**src/rtl/ram_arbiter.sv**
```systemverilog
// ram_arbiter: shares one ram_bus slave between the instruction-fetch and load/store ports.
// Round-robin tie-break; an optional AMO lock holds off fetches during an AMO read-modify-write.
module ram_arbiter #(
    parameter bit FETCH_FIRST     = 1'b1,
    parameter bit ENABLE_AMO_LOCK = 1'b1
) (
    input  logic        clk_i,
    input  logic        rst_i,
    input  logic        inst_stb_i,
    input  logic [31:0] inst_addr_i,
    output logic        inst_ack_o,
    output logic [31:0] inst_data_o,
    input  logic        data_stb_i,
    input  logic [3:0]  data_sel_i,
    input  logic        data_we_i,
    input  logic [31:0] data_addr_i,
    input  logic [2:0]  data_addr_tag_i,
    input  logic [31:0] data_data_i,
    output logic        data_ack_o,
    output logic [31:0] data_data_o,
    output logic        data_data_tag_o,
    output logic        ram_stb_o,
    output logic [3:0]  ram_sel_o,
    output logic        ram_we_o,
    output logic [31:0] ram_addr_o,
    output logic [2:0]  ram_addr_tag_o,
    output logic [31:0] ram_data_o,
    input  logic        ram_ack_i,
    input  logic [31:0] ram_data_i,
    input  logic        ram_data_tag_i
);
    // Address tag = {mode[1:0], lock}; LR/SC mode (2'b01) never touches the bus lock.
    localparam logic [1:0] AddrTagModeNone = 2'b00;
    localparam logic [1:0] AddrTagModeAmo  = 2'b10;
    localparam logic       AddrTagUnlock   = 1'b0;
    localparam logic       AddrTagLock     = 1'b1;

    typedef enum logic [1:0] {StIdle, StGrant, StResp} state_e;

    state_e      state_q, state_d;
    logic        last_grant_q, last_grant_d;  // 1: inst port, 0: data port
    logic        amo_lock_q, amo_lock_d;
    logic        ram_stb_q, ram_stb_d;
    logic [3:0]  ram_sel_q, ram_sel_d;
    logic        ram_we_q, ram_we_d;
    logic [31:0] ram_addr_q, ram_addr_d;
    logic [2:0]  ram_addr_tag_q, ram_addr_tag_d;
    logic [31:0] ram_data_q, ram_data_d;
    logic        inst_ack_q, inst_ack_d;
    logic [31:0] inst_data_q, inst_data_d;
    logic        data_ack_q, data_ack_d;
    logic [31:0] data_data_q, data_data_d;
    logic        data_data_tag_q, data_data_tag_d;

    logic inst_elig;
    logic pick_inst;

    assign inst_elig = inst_stb_i & ~amo_lock_q;
    assign pick_inst = inst_elig & (~data_stb_i | ~last_grant_q);

    always_comb begin
        state_d         = state_q;
        last_grant_d    = last_grant_q;
        amo_lock_d      = amo_lock_q;
        ram_stb_d       = ram_stb_q;
        ram_sel_d       = ram_sel_q;
        ram_we_d        = ram_we_q;
        ram_addr_d      = ram_addr_q;
        ram_addr_tag_d  = ram_addr_tag_q;
        ram_data_d      = ram_data_q;
        inst_ack_d      = 1'b0;
        inst_data_d     = inst_data_q;
        data_ack_d      = 1'b0;
        data_data_d     = data_data_q;
        data_data_tag_d = 1'b0;

        unique case (state_q)
            StIdle: begin
                if (inst_elig || data_stb_i) begin
                    state_d      = StGrant;
                    last_grant_d = pick_inst;
                    ram_stb_d    = 1'b1;
                    if (pick_inst) begin
                        ram_sel_d      = 4'hF;
                        ram_we_d       = 1'b0;
                        ram_addr_d     = inst_addr_i;
                        ram_addr_tag_d = {AddrTagModeNone, AddrTagUnlock};
                        ram_data_d     = 32'h0;
                    end else begin
                        ram_sel_d      = data_sel_i;
                        ram_we_d       = data_we_i;
                        ram_addr_d     = data_addr_i;
                        ram_addr_tag_d = data_addr_tag_i;
                        ram_data_d     = data_data_i;
                    end
                end
            end
            StGrant: begin
                if (ram_ack_i) begin
                    state_d   = StResp;
                    ram_stb_d = 1'b0;
                    if (last_grant_q) begin
                        inst_ack_d  = 1'b1;
                        inst_data_d = ram_data_i;
                    end else begin
                        data_ack_d      = 1'b1;
                        data_data_d     = ram_data_i;
                        data_data_tag_d = ram_data_tag_i;
                        if (ram_addr_tag_q == {AddrTagModeAmo, AddrTagLock} && !ram_we_q) begin
                            amo_lock_d = 1'b1;
                        end else if (ram_addr_tag_q == {AddrTagModeAmo, AddrTagUnlock} &&
                                     ram_we_q) begin
                            amo_lock_d = 1'b0;
                        end
                    end
                end
            end
            StResp: state_d = StIdle;
            default: state_d = StIdle;
        endcase
    end

    always_ff @(posedge clk_i or posedge rst_i) begin
        if (rst_i) begin
            state_q         <= StIdle;
            last_grant_q    <= ~FETCH_FIRST;
            amo_lock_q      <= 1'b0;
            ram_stb_q       <= 1'b0;
            ram_sel_q       <= 4'h0;
            ram_we_q        <= 1'b0;
            ram_addr_q      <= 32'h0;
            ram_addr_tag_q  <= 3'h0;
            ram_data_q      <= 32'h0;
            inst_ack_q      <= 1'b0;
            inst_data_q     <= 32'h0;
            data_ack_q      <= 1'b0;
            data_data_q     <= 32'h0;
            data_data_tag_q <= 1'b0;
        end else begin
            state_q         <= state_d;
            last_grant_q    <= last_grant_d;
            amo_lock_q      <= amo_lock_d & ENABLE_AMO_LOCK;
            ram_stb_q       <= ram_stb_d;
            ram_sel_q       <= ram_sel_d;
            ram_we_q        <= ram_we_d;
            ram_addr_q      <= ram_addr_d;
            ram_addr_tag_q  <= ram_addr_tag_d;
            ram_data_q      <= ram_data_d;
            inst_ack_q      <= inst_ack_d;
            inst_data_q     <= inst_data_d;
            data_ack_q      <= data_ack_d;
            data_data_q     <= data_data_d;
            data_data_tag_q <= data_data_tag_d;
        end
    end

    assign ram_stb_o       = ram_stb_q;
    assign ram_sel_o       = ram_sel_q;
    assign ram_we_o        = ram_we_q;
    assign ram_addr_o      = ram_addr_q;
    assign ram_addr_tag_o  = ram_addr_tag_q;
    assign ram_data_o      = ram_data_q;
    assign inst_ack_o      = inst_ack_q;
    assign inst_data_o     = inst_data_q;
    assign data_ack_o      = data_ack_q;
    assign data_data_o     = data_data_q;
    assign data_data_tag_o = data_data_tag_q;
endmodule

```
**config.mk**
```make
export PLATFORM = sky130hd
export DESIGN_NAME = ram_arbiter
export DESIGN_NICKNAME = d
export VERILOG_FILES = /design/src/rtl/ram_arbiter.sv
export SDC_FILE = /design/constraint.sdc
export NUM_CORES = 1
export LEC_CHECK = 0
export CORE_MARGIN = 4
export CORE_UTILIZATION = 41
export CTS_CLUSTER_SIZE = 25
export DETAILED_ROUTE_END_ITERATION = 12
export PLACE_DENSITY = 0.91
export SETUP_SLACK_MARGIN = 0.5
export SLEW_MARGIN = 20
export SYNTH_ARGS = -nofsm -noshare
export SYNTH_HDL_FRONTEND = slang
export SYNTH_SLANG_ARGS = --single-unit
```
**constraint.sdc**
```tcl
create_clock -name clk_i -period 6 [get_ports clk_i]
set_input_delay 1.2 -clock clk_i [delete_from_list [all_inputs] [get_ports clk_i]]
set_output_delay 1.2 -clock clk_i [all_outputs]
set_load 0.05 [all_outputs]
```
==> Yosys cells after proc, flatten, opt, wreduce, memory -nomap -nowiden <==
Index checks and enable logic that the tools add are counted.
{ "word_totals": {"ff_bits": 144, "in_bits": 142, "out_inout_bits": 140, "word_cells": 60} }
{ "op_classes": {"n_eq_ne": 5, "mux": 22, "n_bitwise": 6, "reduce_logical": 13} }
{ "ops": {"columns": ["cell", "count"], "rows": [
  ["2-to-1 mux 32 bit", 2],
  ["2-to-1 mux 1 bit", 14],
  ["AND reduction 3 bit", 3],
  ["equality test 3 bit, second input constant", 2],
  ["2-to-1 mux 2 bit", 2],
  ["2-to-1 mux 4 bit", 1],
  ["!= test 2 bit, second input constant", 2],
  ["one-hot mux 2 bit (2 select lines)", 1],
  ["AND reduction 2 bit", 2],
  ["AND reduction 4 bit", 1],
  ["nonzero test 2 bit", 2],
  ["2-to-1 mux 3 bit", 1],
  ["inverter 1 bit", 3],
  ["bitwise AND 1 bit", 2],
  ["equality test 2 x 1 -> 1 bit, second input constant", 1],
  ["logical AND 1 bit", 2],
  ["zero test 2 bit", 1],
  ["one-hot mux 1 bit (2 select lines)", 1],
  ["zero test 1 bit", 1],
  ["logical OR 1 bit", 1],
  ["OR 1 bit", 1]
]} }

==> Longest topological paths before layout <==
Gate-level depths: netlist (run 1).
{ "logic_depth": {"ltp_word": 5, "ltp_mapped": 7, "depth_no_buf": 4} }

==> Worst setup path before layout (run 1) <==
Ideal clock, no wire load.
{ "synth_timing": {"path_kind": "input -> register", "from": "input inst_stb_i", "to": "register ram_addr_q[2] (netlist: ram_addr_o[2])", "setup_time_ps": 132, "t_arrival_ps": 1997, "required_time_ps": 5868, "path_slack_ps": 3871, "path_stages": 6, "n_path_buf": 2, "cell_sequence": "nor2b_4 -> and2_4 -> buf_12 -> buf_8 -> mux2i_1 -> o21ai_1"} }
{ "synth_via": {"elab_chain_len": 3, "word_cells_on_any_way": 5, "cone_classes": "1 x mux; 2 x bitwise; 2 x reduce/logical"} }
{ "synth_rtl": {"columns": ["element", "line_no", "rtl"], "rows": [
  ["from (decl)", "9", "input logic inst_stb_i,"],
  ["bitwise AND 1 bit *", "58", "assign inst_elig = inst_stb_i & ~amo_lock_q;"],
  ["bitwise AND 1 bit / logical OR 1 bit (equally long branches)", "59, 79", null],
  ["2-to-1 mux 32 bit / AND reduction 2 bit (equally long branches)", null, null],
  ["to (signal assigned)", "146", "ram_addr_q <= ram_addr_d;"],
  ["to (decl)", "46", "logic [31:0] ram_addr_q, ram_addr_d;"]
]} }
Mark *: on every way between the ends. The rest lies on a longest branch, timed or not.
A chain may end at the register's enable or synchronous reset.

==> Worst setup path in the final report (run 1) <==
{ "layout_timing": {"from": "input ram_ack_i", "to": "register data_data_q[19] (netlist: data_data_o[19])"} }
{ "layout_via": {"elab_chain_len": 1} }
{ "layout_rtl": {"columns": ["element", "line_no", "rtl"], "rows": [
  ["from (decl)", "28", "input logic ram_ack_i,"],
  ["AND reduction 3 bit (no line)", null, null],
  ["to (signal assigned)", "152", "data_data_q <= data_data_d;"],
  ["to (decl)", "52", "logic [31:0] data_data_q, data_data_d;"]
]} }
No other way between the ends.

==> results by group, run 1 <==
Synth
  • Post-synthesis cell type count: 27
  • Post-synth top cells: 144 x dfrtp_1, 110 x nand2_1, 56 x mux2_4, 48 x o21ai_0, 32 x mux2i_1
  • Async SR Flop Fraction: between 90% and 100%
  • Seq/Total Area, Yosys: 59.59%
  • Mapped Cells: 478
  • Post-Syn Area per Cell: 12.65 um^2
  • Mapped Nets: between 600 and 700
  • Top cell type's share of synthesized area: 59.59%
  • Post-synth top area cell: dfrtp_1
  • Most used DFF post-synth: dfrtp_1
  • Synth top area cells: dfrtp_1 60%, mux2_4 14%, nand2_1 6.8%, mux2i_1 5.3%, o21ai_0 4.0%
  • Most frequent cell after synthesis: dfrtp_1
  • EDFF count, synth: 0
  • Mapped cell area: about 0.0060 mm^2
  • Number of synthesized register bits: roughly 140
  • YS warnings: 0

Timing
  • Max Slew Vio Count: 0
  • Clk_skew: 0.007421 ns
  • Setup TNS: 0 ns
  • Fin crit period: between 2 and 3 ns
  • Worst slew margin: ~41%
  • Final hold violations: 0
  • F_max: between 0.3 and 0.4 GHz
  • Slew @ Worst Pin: 0.8853 ns
  • RSZ-0062 raised after global routing: false
  • Tcrit/Tclk final: between 40% and 50%
  • Final setup viols: 0

Critical path
  • Startpoint type of the worst setup path: input pin
  • Crit Path Category: in2reg
  • CP max FO: 20
  • WP data arrival: 3.15 ns
  • Reg2reg start: last_grant_q$_DFFE_PP0P_
  • Slowest cell delay on critical path: 0.62 ns
  • CP Capture Type: flop
  • Reg2Reg Setup Slack: around 3.9 ns
  • Reg-to-Reg End: data_data_o[19]$_DFFE_PP0P_
  • FF-to-FF path depth: 3
  • CP bufs+invs: 2
  • CP cell instances: clkdlybuf4s50_1 > and4bb_2 > buf_4 > mux2_2
  • CP max-delay cell: and4bb_2
  • Critical Path RT: ~6.3 ns
  • Crit path max-delay family: buffers and inverters

Placed design
  • Buffers added on ports: 281
  • GPL Wtd Cong: 0.7676
  • Dpl hpwl: 11640 um
  • Placed Area: 0.008875 mm^2

Worst hold path
  • WHS Endpoint: amo_lock_q$_DFFE_PP0P_
  • Min-Delay Startpoint: ram_we_o$_DFFE_PP0P_
  • WHS Path Cells: 1
  • Hold Crit Class: reg2reg

Run status
  • Status: completed

Clock network
  • CTS clk-pin slew, worst paths: around 0.06 ns
  • Root buf cell: clkbuf_16
  • Clock latency on the worst-skew pair: 0.41 ns
  • CTS tree: done
  • Resized Gates After CTS: 0
  • H-tree levels: 4
  • CTS Buf Count: 17
  • Post-CTS Repair Setup Buffers: 0
  • Max Root-Sink Buffers: 2
  • Hold-fix buffers, CTS: 0
  • Clock tree sinks: 144

GRT
  • Total grt overflow: 0
  • Largest net degree at the start of global routing: 99
  • Total GRT Usage: between 10% and 20%
  • Initial antenna violation count: 0
  • First-pass GRT wire length: 24350 um
  • Vias in the first global route: roughly 4600

Drt
  • Initial DRC count: 151
  • DRC viols: 0
  • Via count: approximately 4500
  • DRT Wirelength: 15980 um
  • Antenna Nets Post-Route: 0
  • DR pass1 iterations: 4
  • WL/cell: ~17 um
  • Routed vias/inst: ~4.7

Pwr
  • Switching Share: between 40% and 50%
  • Sequential share of power: roughly a quarter
  • Lkg Pwr: 4.261 nW
  • Power, Total: around 6.3 mW
  • IR Drop Worst-Case VDD: between 0.2 and 0.3 mV
  • Internal power: ~3.4 mW
  • Psw: around 2.9 mW
  • Combinational cell fraction of total power: 55.6%
  • Pwr dens: ~670 mW/mm^2
  • Clock share of power: about 18%

Floorplan
  • Die W: around 130 um
  • Number of placement rows: between 40 and 50
  • Initial Utilization: roughly two fifths
  • Core area: 0.01448 mm^2
  • Full die area: 0.01676 mm^2
  • Top-level port count: 282
  • Die Y: 129.4 um

Finish
  • Ant. Diodes: 0
  • Nets: 894
  • Area grow syn2layout: 57.19%
  • Cell area after layout: between 0.009 and 0.01 mm^2
  • Layout cells sized above 1: 13.99%
  • Fill count: 1071

Flow run
  • Max Cap Viol: 0
==> stage by stage <==
stage / worst slack, ns / std cells / hold slack [ns] / util, %
after CTS: 3.104 / 949 / 0.4774 / 65.65
after global placement: 2.752 / 917 / 0.4605 / 61.29
after floorplan: 0.9337 / 478 / 0.5307 / -
final: 3.144 / 949 / 0.4731 / 65.65
after detailed placement: 2.694 / 917 / 0.4692 / 61.29
after global routing: 3.063 / 949 / 0.4937 / 65.65
==> state kept, by name, summed over array words and instances, names as in the netlist <==
register and flops:
ram_data_o 32, ram_addr_o 32, amo_lock_q 1, data_ack_o 1
ram_we_o 1, ram_addr_tag_o 3, inst_data_o 32, data_data_tag_o 1
ram_stb_o 1, state_q 2, data_data_o 32, last_grant_q 1
inst_ack_o 1, ram_sel_o 4
==> cells in the final DEF, fill, tap and decap left out, types with 2 or more instances in the layout <==
master / instances
inv_6: 2
clkbuf_16: 17
nand2_1: 110
mux2_4: 56
clkbuf_1: 2
clkinvlp_4: 2
nor2_1: 5
clkdlybuf4s50_1: 281
clkinv_4: 4
buf_4: 4
inv_1: 4
bufinv_16: 4
mux2_2: 8
o21ai_1: 28
o21ai_0: 48
and2_4: 2
mux2i_1: 32
dfrtp_1: 144
==> kinds of logic (layout without fill, tap and decap cells) <==
kind of cell           Yosys count  in the layout  share of synthesized area [%]
DFF                            144            144                          59.59
and+or+nand+nor                124            124                          8.483
muxes                           96             96                          20.69
AOI/OAI and AO/OA               79             79                          6.662
buffers and inverters           35            322                          4.573
==> worst max path at each step <==
stage	end	cells past startpoint	from	slack (ns)
2_1_floorplan	amo_lock_q$_DFFE_PP0P_	1	rst_i	0.93
3_5_place_dp	data_data_o[19]$_DFFE_PP0P_	4	ram_ack_i	2.69
4_1_cts	ram_addr_tag_o[0]	1	ram_addr_tag_o[0]$_DFFE_PP0P_	3.10
6_report	data_data_o[19]$_DFFE_PP0P_	4	ram_ack_i	3.14
3_3_place_gp	data_data_o[19]$_DFFE_PP0P_	4	ram_ack_i	2.75
5_1_grt	ram_addr_tag_o[0]	1	ram_addr_tag_o[0]$_DFFE_PP0P_	3.06
==> routing by layer <==
layer | share of wire (%) | vias to the layer above | track usage (%)
met5 | 0 | - | 0
met4 | 1.2 | 0 | 5.073
met3 | 10 | 17 | 8.574
met2 | 51 | 188 | 32.74
met1 | 37 | 2111 | 21.15
li1 | - | 2156 | -
==> power groups by stage <==
stage                     clock network, mW  registers (mW)  logic, mW
after global placement                    0            1.68       3.50
final                                  1.12            1.69       3.52
after CTS                              1.14            1.70       3.56
after floorplan                           0            3.21      0.887
after detailed placement                  0            1.70       3.55
after global routing                   1.19            1.75       3.68
==> final cells by class <==
cell class / count / area [um^2] / area share [%]
timing repair buffer: 285 / 2843 / 29.91
multi-input combinational: 299 / 2175 / 22.88
inverter: 5 / 23.77 / 0.2501
clock inverter: 12 / 183.9 / 1.935
tap: 184 / 230.2 / 2.422
clock buffer: 20 / 446.7 / 4.699
sequential: 144 / 3603 / 37.91
Note: power is estimated with default switching activity, not from simulation.
==> run 2, diff against run 1 <==
--- a/config.mk
+++ b/config.mk
@@ -6,10 +6,10 @@
 export NUM_CORES = 1
 export LEC_CHECK = 0
 export CORE_MARGIN = 4
-export CORE_UTILIZATION = 41
+export CORE_UTILIZATION = 37
 export CTS_CLUSTER_SIZE = 25
 export DETAILED_ROUTE_END_ITERATION = 12
-export PLACE_DENSITY = 0.91
+export PLACE_DENSITY = 0.87
 export SETUP_SLACK_MARGIN = 0.5
 export SLEW_MARGIN = 20
 export SYNTH_ARGS = -nofsm -noshare
==> constraint.sdc (replaced) <==
create_clock -name clk_i -period 2.53 [get_ports clk_i]
set_input_delay 0.506 -clock clk_i [delete_from_list [all_inputs] [get_ports clk_i]]
set_output_delay 0.506 -clock clk_i [all_outputs]
set_load 0.05 [all_outputs]
==> run 2 against run 1 <==
- via count down 0.25%
- die area up 10%
- hold slack about the same
- sequential power up 130%
==> results by group, run 2 (synthesis gave the netlist of run 1 again) <==
Critical path
  • CP bufs+invs: 1 (-1)
  • WP data arrival: 1.44 ns (-1.71 ns)
  • CP cell instances: dlygate4sd2_1
  • FF-to-FF path depth: 4 (+1)
  • Crit path max-delay family: buffers and inverters
  • Crit Path Category: reg2out
  • Reg2reg start: state_q[0]$_DFFE_PP0P_
  • CP Capture Type: output port
  • Critical Path Start: ram_addr_tag_o[0]$_DFFE_PP0P_
  • Reg-to-Reg End: inst_data_o[30]$_DFFE_PP0P_
  • Slowest cell delay on critical path: 0.58 ns (-0.04 ns)
  • Startpoint type of the worst setup path: flop
  • Critical Path RT: 2.02 ns (-4.27 ns)
  • CP max FO: 4 (-80%)
  • Reg2Reg Setup Slack: 0.81 ns (-3.12 ns)
  • CP max-delay cell: dlygate4sd2_1

Timing
  • Final hold violations: 0 (unchanged)
  • Post-route setup slack: 0.5879 ns (-2.556 ns)
  • Max Slew Vio Count: 0 (unchanged)
  • Final setup viols: 0 (unchanged)
  • RSZ-0062 raised after global routing: false
  • Tcrit/Tclk final: between 70% and 80%
  • Slew @ Worst Pin: 0.6297 ns (-0.2556 ns)
  • Worst slew margin: 58.02% (+17 points)
  • Clk_skew: 0.01002 ns (+0.002604 ns)
  • Fin crit period: just under 2 ns
  • Setup TNS: 0 ns (unchanged)
  • F_max: about 0.5 GHz

Worst hold path
  • WHS Path Cells: 2 (+1)
  • Min-Delay Startpoint: ram_data_o[22]$_DFFE_PP0P_
  • Hold Crit Class: reg2reg
  • WHS Endpoint: ram_data_o[22]$_DFFE_PP0P_

Pwr
  • Sequential share of power: 27.8% (+1.1 points)
  • Pwr dens: 1510 mW/mm^2 (+130%)
  • Combinational cell fraction of total power: 54.5% (-1.1 points)
  • IR Drop Worst-Case VDD: 0.6620 mV (+130%)
  • Internal power: 7.319 mW (+110%)
  • Clock share of power: 17.7% (about the same)
  • Power, Total: 14.26 mW (+130%)
  • Psw: 6.936 mW (+140%)
  • Switching Share: 48.66% (+2.7 points)
  • Lkg Pwr: 4.601 nW (+8.0%)

Finish
  • Fill count: 1343 (+25%)
  • Most common cell after layout, fill and taps aside: dfrtp_1
  • Ant. Diodes: 0 (unchanged)
  • Finished Layout Cells: 984 (+3.7%)
  • Layout cells sized above 1: 14.58% (+0.60 points)
  • Most frequent cells in the layout: 144 x dfrtp_1, 141 x clkdlybuf4s50_1, 140 x dlygate4sd2_1
  • Nets: 899 (+0.56%)
  • Cell area after layout: 0.009439 mm^2 (-0.70%)
  • Area grow syn2layout: 56.09%

Placed design
  • Dpl hpwl: 12290 um (+5.6%)
  • Buffers added on ports: 281 (unchanged)
  • GPL Wtd Cong: 0.7599 (-1.0%)
  • Post-place setup slack: 0.3959 ns (-2.298 ns)
  • Placed cells: 954 (+4.0%)
  • Placed Area: 0.009026 mm^2 (+1.7%)

Clock network
  • CTS Buf Count: 17 (unchanged)
  • Clock latency on the worst-skew pair: 0.41 ns (about the same)
  • Clock tree sinks: 144 (unchanged)
  • Max Root-Sink Buffers: 2 (unchanged)
  • Hold-fix buffers, CTS: 0 (unchanged)
  • CTS clk-pin slew, worst paths: 0.06 ns (about the same)
  • H-tree levels: 4 (unchanged)
  • CTS tree: done
  • Post-CTS Repair Setup Buffers: 0 (unchanged)
  • Root buf cell: clkbuf_16

GRT
  • Vias in the first global route: 4632 (+1.2%)
  • Largest net degree at the start of global routing: 149 (+51%)
  • First-pass GRT wire length: 25420 um (+4.4%)
  • Total grt overflow: 0 (unchanged)
  • Total GRT Usage: 17.84% (-1.0 points)
  • Initial antenna violation count: 0 (unchanged)

Flow run
  • Max Cap Viol: 0 (unchanged)

Floorplan
  • Initial Utilization: 37.93% (-3.8 points)
  • Top-level port count: 282 (unchanged)
  • Die Y: 135.8 um (+4.9%)
  • Die W: 135.8 um (+4.9%)
  • Number of placement rows: 46 (+4.5%)
  • Full die area: 0.01845 mm^2 (+10%)
  • Core area: 0.01594 mm^2 (+10%)

Drt
  • Via count: 4461 (-0.25%)
  • DR pass1 iterations: 4 (unchanged)
  • Antenna Nets Post-Route: 0 (unchanged)
  • WL/cell: 16.91 um (+0.45%)
  • Initial DRC count: 133 (-12%)
  • DRT Wirelength: 16640 um (+4.2%)
  • Routed vias/inst: 4.534 (-3.8%)
  • DRC viols: 0 (unchanged)

Run status
  • Status: completed
## run 2: cell count changes in the layout (fill, tap and decap cells not counted)
cell	previous run	this run
clkinvlp_4	2	4
dlygate4sd2_1	0	140
clkdlybuf4s50_1	281	141
clkbuf_1	2	0
bufinv_16	4	3
buf_4	4	3
buf_12	0	6
clkinv_2	1	3
clkinv_4	4	2
clkbuf_8	1	0
## run 2: what timing repair did
| item | 4_1_cts | 5_1_grt |
|---|---|---|
| hold endpoints to repair | 0 | 0 |
| resized for setup | 140 | 0 |
| setup endpoints to repair | 140 | 0 |
## run 2: power groups by stage
stage	logic (mW)	clock network, mW	registers [mW]
after floorplan	2.10	0	7.62
after global routing	8.13	2.69	4.11
final	7.76	2.52	3.97
after CTS	7.84	2.57	3.99
after detailed placement	8.56	0	4.05
after global placement	8.41	0	4.00
## run 2: cell type report
type                            count  area [um^2]  share of cell area, %
Timing Repair Buffer              290         2780                  29.45
Clock buffer                       17        425.4                  4.507
Clock inverter                     13        162.7                  1.723
Inverter                            5        22.52                 0.2386
Sequential cell                   144         3603                  38.18
Multi-Input combinational cell    299         2175                  23.04
Tap cell                          216        270.3                  2.863
## run 2: worst max-delay path by stage
stage                            endpoint  slack [ns]  depth (start not counted)
5_1_grt                 ram_addr_tag_o[0]        0.51                          1
3_5_place_dp   ram_addr_o[12]$_DFFE_PP0P_        0.40                          6
6_report                ram_addr_tag_o[0]        0.59                          1
4_1_cts                 ram_addr_tag_o[0]        0.55                          1
3_3_place_gp   ram_addr_o[12]$_DFFE_PP0P_        0.41                          6
2_1_floorplan      amo_lock_q$_DFFE_PP0P_        0.22                          1
## run 2: metrics by stage
stage / util, % / hold slack, ns
after floorplan: - / 0.5307
after global placement: 56.62 / 0.4610
after detailed placement: 56.62 / 0.4699
after CTS: 59.21 / 0.4783
after global routing: 59.21 / 0.5028
final: 59.21 / 0.4735
## run 2: metal layers
layer	routed length (um)	GRT usage, %
met1	6609	20.83
met2	8306	30.45
met3	1561	7.106
met4	164	5.207
met5	0	0
